===== config.mk =====
export PLATFORM = sky130hd
export DESIGN_NAME = count_direction_monitor
export DESIGN_NICKNAME = d
export VERILOG_FILES = /design/src/rtl/count_monitor_pkg.sv /design/src/rtl/count_step_classify.sv /design/src/rtl/count_direction_monitor.sv
export SDC_FILE = /design/constraint.sdc
export NUM_CORES = 1
export LEC_CHECK = 0
export CAP_MARGIN = 20
export CORE_MARGIN = 5
export CORE_UTILIZATION = 40
export DETAILED_ROUTE_END_ITERATION = 8
export PLACE_DENSITY = 0.67
export SLEW_MARGIN = 0
export SYNTH_ARGS = -nofsm -noshare
export SYNTH_HDL_FRONTEND = slang
export SYNTH_HIERARCHICAL = 1
export SYNTH_SLANG_ARGS = --single-unit

===== constraint.sdc =====
create_clock -name clk -period 6.7 [get_ports clk]
set_clock_uncertainty 0.1 [all_clocks]
set_input_delay 1.005 -clock clk [delete_from_list [all_inputs] [get_ports clk]]
set_output_delay 1.005 -clock clk [all_outputs]
set_load 0.005 [all_outputs]

===== src/rtl/count_monitor_pkg.sv =====
// Shared types and default parameters for the count direction monitor.
// Contents: FSM state enum, delta-class enum, default parameter constants,
// and the width of the stall run counter (wide enough for any legal limit).
package count_monitor_pkg;

  typedef enum logic [1:0] {
    ST_INIT,
    ST_ACQ,
    ST_UP,
    ST_DOWN
  } state_e;

  typedef enum logic [1:0] {
    DC_ZERO,
    DC_PLUS,
    DC_MINUS,
    DC_JUMP
  } dclass_e;

  localparam int DEF_WIDTH       = 4;
  localparam int DEF_REV_W       = 8;
  localparam int DEF_STALL_LIMIT = 4;

  // Stall limits range 1..255, so an 8-bit run counter always suffices.
  localparam int RUN_W = 8;

endpackage


===== src/rtl/count_step_classify.sv =====
// Classifies the step between the previous and current count values.
// Ports: prev_i / count_i (observed values), class_o (ZERO/PLUS/MINUS/JUMP),
//        wrap_o (PLUS from max to 0, or MINUS from 0 to max). Purely combinational.
module count_step_classify
  import count_monitor_pkg::*;
#(
  parameter int WIDTH = DEF_WIDTH
) (
  input  logic [WIDTH-1:0] prev_i,
  input  logic [WIDTH-1:0] count_i,
  output dclass_e          class_o,
  output logic             wrap_o
);

  logic [WIDTH-1:0] delta;
  dclass_e          cls;

  always_comb begin
    // Modulo-2^WIDTH difference; the subtraction wraps naturally.
    delta = count_i - prev_i;
    cls   = DC_JUMP;
    if (delta == '0) begin
      cls = DC_ZERO;
    end else if (delta == WIDTH'(1)) begin
      cls = DC_PLUS;
    end else if (delta == '1) begin
      cls = DC_MINUS;
    end
    class_o = cls;
    wrap_o  = ((cls == DC_PLUS)  && (prev_i == '1) && (count_i == '0)) ||
              ((cls == DC_MINUS) && (prev_i == '0) && (count_i == '1));
  end

endmodule


===== src/rtl/count_direction_monitor.sv =====
// Passive monitor that infers up/down direction from a sampled counter value.
// Ports: clk/reset (sync, active-high), count_in + sample qualifier in;
//        dir, locked, step_up/step_down/wrap/step_err pulses, stalled level,
//        rev_count (saturating reversals) out. All outputs registered, 1-cycle latency.
module count_direction_monitor
  import count_monitor_pkg::*;
#(
  parameter int WIDTH       = DEF_WIDTH,
  parameter int REV_W       = DEF_REV_W,
  parameter int STALL_LIMIT = DEF_STALL_LIMIT
) (
  input  logic             clk,
  input  logic             reset,
  input  logic [WIDTH-1:0] count_in,
  input  logic             sample,
  output logic             dir,
  output logic             locked,
  output logic             step_up,
  output logic             step_down,
  output logic             wrap,
  output logic             step_err,
  output logic             stalled,
  output logic [REV_W-1:0] rev_count
);

  localparam logic [RUN_W-1:0] RUN_LIMIT = RUN_W'(STALL_LIMIT);

  state_e           state_q, state_d;
  logic [WIDTH-1:0] prev_q, prev_d;
  logic [RUN_W-1:0] run_q, run_d;
  logic [REV_W-1:0] rev_q, rev_d;
  logic             dir_q, dir_d;
  logic             locked_q, locked_d;
  logic             up_q, up_d;
  logic             down_q, down_d;
  logic             wrap_q, wrap_d;
  logic             err_q, err_d;
  logic             stalled_q, stalled_d;

  dclass_e          cls;
  logic             wrap_c;

  count_step_classify #(.WIDTH(WIDTH)) u_classify (
    .prev_i  (prev_q),
    .count_i (count_in),
    .class_o (cls),
    .wrap_o  (wrap_c)
  );

  always_comb begin
    state_d = state_q;
    prev_d  = prev_q;
    run_d   = run_q;
    rev_d   = rev_q;
    dir_d   = dir_q;
    up_d    = 1'b0;
    down_d  = 1'b0;
    wrap_d  = 1'b0;
    err_d   = 1'b0;

    if (sample) begin
      prev_d = count_in;
      unique case (state_q)
        // First sample only seeds prev; there is no reference to compare against.
        ST_INIT: state_d = ST_ACQ;

        ST_ACQ: begin
          unique case (cls)
            DC_PLUS: begin
              state_d = ST_UP;
              dir_d   = 1'b1;
              up_d    = 1'b1;
              wrap_d  = wrap_c;
            end
            DC_MINUS: begin
              state_d = ST_DOWN;
              dir_d   = 1'b0;
              down_d  = 1'b1;
              wrap_d  = wrap_c;
            end
            DC_JUMP: err_d = 1'b1;
            default: ;
          endcase
        end

        ST_UP, ST_DOWN: begin
          unique case (cls)
            DC_PLUS: begin
              if ((state_q == ST_DOWN) && (rev_q != '1)) rev_d = rev_q + REV_W'(1);
              state_d = ST_UP;
              dir_d   = 1'b1;
              up_d    = 1'b1;
              wrap_d  = wrap_c;
              run_d   = '0;
            end
            DC_MINUS: begin
              if ((state_q == ST_UP) && (rev_q != '1)) rev_d = rev_q + REV_W'(1);
              state_d = ST_DOWN;
              dir_d   = 1'b0;
              down_d  = 1'b1;
              wrap_d  = wrap_c;
              run_d   = '0;
            end
            DC_ZERO: begin
              if (run_q != RUN_LIMIT) run_d = run_q + RUN_W'(1);
            end
            default: begin
              // Any jump drops lock; the run is cleared as we leave UP/DOWN.
              err_d   = 1'b1;
              state_d = ST_ACQ;
              run_d   = '0;
            end
          endcase
        end

        default: state_d = ST_INIT;
      endcase
    end

    // Levels are computed from next state so they line up with the pulses.
    locked_d  = (state_d == ST_UP) || (state_d == ST_DOWN);
    stalled_d = locked_d && (run_d == RUN_LIMIT);
  end

  always_ff @(posedge clk) begin
    if (reset) begin
      state_q   <= ST_INIT;
      prev_q    <= '0;
      run_q     <= '0;
      rev_q     <= '0;
      dir_q     <= 1'b0;
      locked_q  <= 1'b0;
      up_q      <= 1'b0;
      down_q    <= 1'b0;
      wrap_q    <= 1'b0;
      err_q     <= 1'b0;
      stalled_q <= 1'b0;
    end else begin
      state_q   <= state_d;
      prev_q    <= prev_d;
      run_q     <= run_d;
      rev_q     <= rev_d;
      dir_q     <= dir_d;
      locked_q  <= locked_d;
      up_q      <= up_d;
      down_q    <= down_d;
      wrap_q    <= wrap_d;
      err_q     <= err_d;
      stalled_q <= stalled_d;
    end
  end

  assign dir       = dir_q;
  assign locked    = locked_q;
  assign step_up   = up_q;
  assign step_down = down_q;
  assign wrap      = wrap_q;
  assign step_err  = err_q;
  assign stalled   = stalled_q;
  assign rev_count = rev_q;

endmodule


Yosys cells after proc, flatten, opt, wreduce, memory -nomap -nowiden
Cells that the tools add are included.
- output and inout port bits: 15
- bits in latches: 0
- bits in registers: 29
- bits in read-only memories: 0
- RAM bits: 0
- memories kept: 0
- logic and storage cells: 78
- bits of input ports: 7
- bitwise operators: 3
- multipliers: 0
- $add $sub $neg: 3
- multiplexer cells: 20
- $lt $le $gt $ge: 0
- shift operators: 0
- divide/modulo/power cells: 0
- reductions and logical operators: 24
- equal/unequal tests: 17
- operators by type and width (operator ; number):
    $mux 8 ; 6
    $add 8x1->8 const B ; 2
    $pmux 8 s2 ; 1
    $eq 2x2->1 const B ; 6
    $eq 4x4->1 const B ; 3
    $logic_not 4->1 ; 3
    $pmux 2 s3 ; 2
    $reduce_or 3->1 ; 3
    $eq 8x3->1 const B ; 1
    $ne 8x3->1 const B ; 1
    $ne 8x8->1 const B ; 1
    $logic_and 1x1->1 ; 7
    $mux 2 ; 3
    $reduce_or 2->1 ; 3
    $mux 1 ; 5
    $reduce_and 5->1 ; 1
    $eq 2x1->1 const B ; 2
    $eq 4x1->1 const B ; 1
    $logic_not 2->1 ; 2
    $ne 2x2->1 const B ; 2
    $pmux 1 s2 ; 2
    $pmux 2 s2 ; 1
    $reduce_or 4->1 ; 1
    $sub 4x4->4 ; 1
    4 further kinds ; 7

Logic depth before layout (Yosys ltp)
- word-level depth: 12
- mapped depth: 13
- depth with buffers taken out: 13

Hierarchy
Netlist, hierarchy kept.
- modules (own cells, without submodules) (module ; sequential area each (µm²) ; instances ; area each (µm²) ; cells each):
    count_direction_monitor ; 580.6 ; 1 ; 1515.2 ; 175
    count_step_classify ; 0.0 ; 1 ; 197.7 ; 27

Least setup slack after synthesis
OpenSTA, ideal clock, no wires.
- path type: in2reg
- start: input count_in[0]
- end: register rev_q[6] (netlist: rev_count[6])
- buffers on the path: 0
- data arrival time: 3.530 ns
- stages on the path: 12
- setup slack: 2.999 ns
- cell sequence: inv_1 ha_1 fa_1 xor2_1 and3_1 mux2i_1 inv_1 ha_1 and3b_1 o21ai_2 or4_1 a21oi_1
- word-level cells in the longest chain between the ends: 8
- RTL lines (item ; RTL line ; RTL):
    start: declaration ; count_direction_monitor.sv:14 ; input logic [WIDTH-1:0] count_in,
    $sub 4x4->4 (*) ; count_step_classify.sv:20 ; delta = count_i - prev_i;
    $eq 4x4->1 ; count_step_classify.sv:26 ; end else if (delta == '1) begin
    $mux 1 ; count_step_classify.sv:26 ;
    $mux 2 ; count_step_classify.sv:24 ; end else if (delta == WIDTH'(1)) begin
    $mux 2 (*) ; count_step_classify.sv:22 ; if (delta == '0) begin
    net cls[0] ; count_direction_monitor.sv:40 ; dclass_e cls;
    $eq 2x2->1 / $eq 2x1->1 (equally long branches) ; count_direction_monitor.sv:87 ; unique case (cls)
    $ne 2x2->1 (no source line) / $reduce_bool 2->1 (equally long branches) ; - ;
    $reduce_and 5->1 (no source line) ; - ;
    end signal: assignment ; count_direction_monitor.sv:142 ; rev_q <= rev_d;
    end: declaration ; count_direction_monitor.sv:31 ; logic [REV_W-1:0] rev_q, rev_d;
The timed path passes the listed nets; every way through them passes the cells marked *.
A chain may end at the register's enable or synchronous reset.

Worst setup path in the final report
- start: input count_in[2]
- end: register rev_q[7] (netlist: rev_count[7])
Same word-level chain as after synthesis.

==> reports/metrics.yaml <==
status: "complete, no violations"
design.die.area_sq_um: 5690
n_antenna_cell: 0
fill_cells: 398
fin_crit_sh_pct: 62.9
die_x_um: 75.4
synth_edf_count: 0
synth_common_cells: "dfxtp_1, nor2_1, a21oi_1, nand2_1, inv_1"
clock.fmax_ghz: 0.237
synthAdderAreaFrac_pct: 8.47
placed_cell_area_sq_um: 1950
cts_buffers: 5
synthMuxAreaShare_pct: 3.51
netlist_area_sq_um: 1710
r2r_setup_slack_ns: 3.29
cts_root_buf: "clkbuf_8"
maxCapViolCount: 0
cp.arrival_ns: 4.24
yosysWarnings: 6
synthDominantCellAreaShare_pct: 33.9
crit_start: "count_in[2]"
cp_num_buf_inv: 2
met3_length_um: 179
drive_gt1_share_pct: 8.00
path_clk_slew_ns: 0.06
leakage_nw: 0.769
worstHoldEndpoint: "dir"
clockBufferDepth: 2
r2r_start: "prev_q[2]"
synth_top_family_by_area: "simple AND/OR/NAND/NOR gates"
grt_pass1_wl_um: 6030
rows: 23
dp_hpwl_um: 2530
yosysUniqueCellTypes: 46
slew_headroom_pct: 35.5
criticalPathCategory: "in2reg"
fp.dieH_um: 75.4
slew_viol_final: 0
highest_layer: "met4"
synthTopCellsByArea: "dfxtp_1, ha_1, nor2_1"
wl_met1_um: 1850
min_period_ns: 4.21
dr_total_vias: 1478
critical_path.cell_chain: "clkdlybuf4s50_1 > ha_1 > a21oi_1 > o21ai_1 > xnor2_1 > mux2i_1 > inv_1 > ha_1 > and3b_1 > o21ai_2 > nor4_1 > xnor2_1 > nor2_1"
cpLargestDelayFamily: "simple AND/OR/NAND/NOR gates"
yosysMostFrequentCell: "dfxtp_1"
vias_per_cell: 5.37
synth_compound_area_share_pct: 16.6
endpoint_kind: "flop"
required_ns: 6.73
start_util_pct: 41.9
min_path_type: "reg2reg"
area_growth_pct: 20.5
finalHoldViolations: 0
cp-start-kind: "input port"
netlist.top_cell.by_area: "dfxtp_1"
met2WireLength_um: 1450
antenna_found_initial: 0
portBuffers: 21
avgSynthCellArea_sq_um: 8.48
wl_um: 3510
syn_inst: 202
nets: 242
core_sq_um: 4090
synthFlopType: "dfxtp_1"
cts_tree: "done"
dr.first_iter.drc_count: 120
setup_tns_ns: 0
gr-usage-all-layers_pct: 13.8
cts_resized: 0
clkSinkCount: 29
powerDensity_nw_per_um2: 202
post-cts-setup-buffer-count: 0
yosys.area_share.simple_pct: 28.0
post-route-drc-count: 0
cts_hold_buf: 0
wl_per_cell_um: 12.8
reg2regPathDepth: 13
worst_slew_pin_slew_ns: 0.965
async_reset_ff_share_pct: 0
grt_setup_unrepaired: "no"
cp_slowest_cell: "clkdlybuf4s50_1"
grt_pass1_vias: 1317
routabilityCongestion: 0.792
grt_overflow: 0
cp.depth: 13
design_area_sq_um: 2060
whs_path_depth: 2
finalSetupViolations: 0
path_max_fanout: 9
syn_nets: 220
grt_max_degree: 27
antenna_left: 0
synth_xor_area_share_pct: 4.60
boundaryPins: 22
firstDrtPassIters: 4
r2r_end: "rev_count[7]"
synth-seq-cells: 29
ir_worst_vdd_mv: 0.135
ctsHtreeMaxLevel: 2
worstHoldStart: "dir"
clock_latency_ns: 0.28
yosysSeqAreaShare_pct: 33.9
slowest_delay_ns: 0.54
[kinds of logic (layout without fill, tap and decap cells)]
family / after synthesis / count (layout)
and+or+nand+nor: 86 / 86
DFF: 29 / 29
muxes: 6 / 6
buffers and inverters: 18 / 41
adders and majority gates: 11 / 11
AOI/OAI and AO/OA: 43 / 43
xor gates and xnor gates: 9 / 9
[cell type report]
cell class / instances / area [sq um] / area share, %
clock buffer: 7 / 86.3 / 4.18
clock inverter: 1 / 30.0 / 1.46
inverter: 12 / 45.0 / 2.18
multi-input combinational: 155 / 1050 / 50.8
sequential: 29 / 581 / 28.1
tap: 50 / 62.6 / 3.03
timing repair buffer: 21 / 210 / 10.2
[stage by stage]
step / std cells / power [mW] / hold WS, ns / utilization, % / worst slack, ns
2_1_floorplan: 202 / 0.219 / 0.384 / - / 3.00
3_3_place_gp: 267 / 0.233 / 0.401 / 47.6 / 2.31
3_5_place_dp: 267 / 0.234 / 0.411 / 47.6 / 2.21
4_1_cts: 275 / 0.423 / 0.419 / 50.5 / 2.51
5_1_grt: 275 / 0.437 / 0.453 / 50.5 / 2.27
6_report: 275 / 0.418 / 0.412 / 50.5 / 2.49
[power breakdown]
| part | total (mW) | leakage [nW] | internal [mW] | switching (mW) |
|---|---|---|---|---|
| Clock | 0.187 | 0.0585 | 0.121 | 0.0659 |
| Sequential | 0.180 | 0.235 | 0.176 | 0.00341 |
| Combinational | 0.0511 | 0.475 | 0.0223 | 0.0287 |
[worst max-delay path by stage]
| stage | endpoint | slack [ns] |
|---|---|---|
| detailed placement | rev_count[7] | 2.21 |
| global placement | rev_count[6] | 2.31 |
| finish | rev_count[7] | 2.49 |
| floorplan | rev_count[6] | 3.00 |
| global route | rev_count[7] | 2.27 |
| CTS | rev_count[7] | 2.51 |
[state kept, by name, summed over array words and instances, names as in the netlist]
| register | cells |
|---|---|
| rev_count | 8 |
| run_q | 8 |
| prev_q | 4 |
| state_q | 2 |
| dir | 1 |
| locked | 1 |
| stalled | 1 |
| step_down | 1 |
| step_err | 1 |
| step_up | 1 |
| wrap | 1 |
[layout by cell type (no fill, tap or decap), types with 2 or more instances in the layout]
| cell | instances |
|---|---|
| mux2i_1 | 6 |
| o21ai_1 | 2 |
| nand3_1 | 10 |
| a21oi_1 | 15 |
| o21ai_0 | 8 |
| nor4b_1 | 2 |
| and3_1 | 5 |
| nor2_1 | 22 |
| clkbuf_8 | 6 |
| nor4b_2 | 2 |
| nor4_1 | 3 |
| ha_1 | 10 |
| nor3b_1 | 2 |
| nor3_1 | 8 |
| xnor2_1 | 8 |
| a31oi_1 | 2 |
| a32o_1 | 2 |
| clkdlybuf4s50_1 | 21 |
| nand2_1 | 13 |
| inv_1 | 12 |
| a211oi_1 | 5 |
| and3b_1 | 2 |
| and2_1 | 5 |
| nand4_1 | 3 |
| dfxtp_1 | 29 |
[routing by layer]
metal,track usage [%],up-vias
li1,-,765
met2,19.2,34
met4,4.47,0
met3,4.75,2
met5,0,-
met1,19.7,677
[worst min-delay path, cell delays in order (launching register included)]
cell      delay (ns)
dfxtp_1         0.31
nor2_1          0.10
a211oi_1        0.05
(Power assumes the default switching activity.)
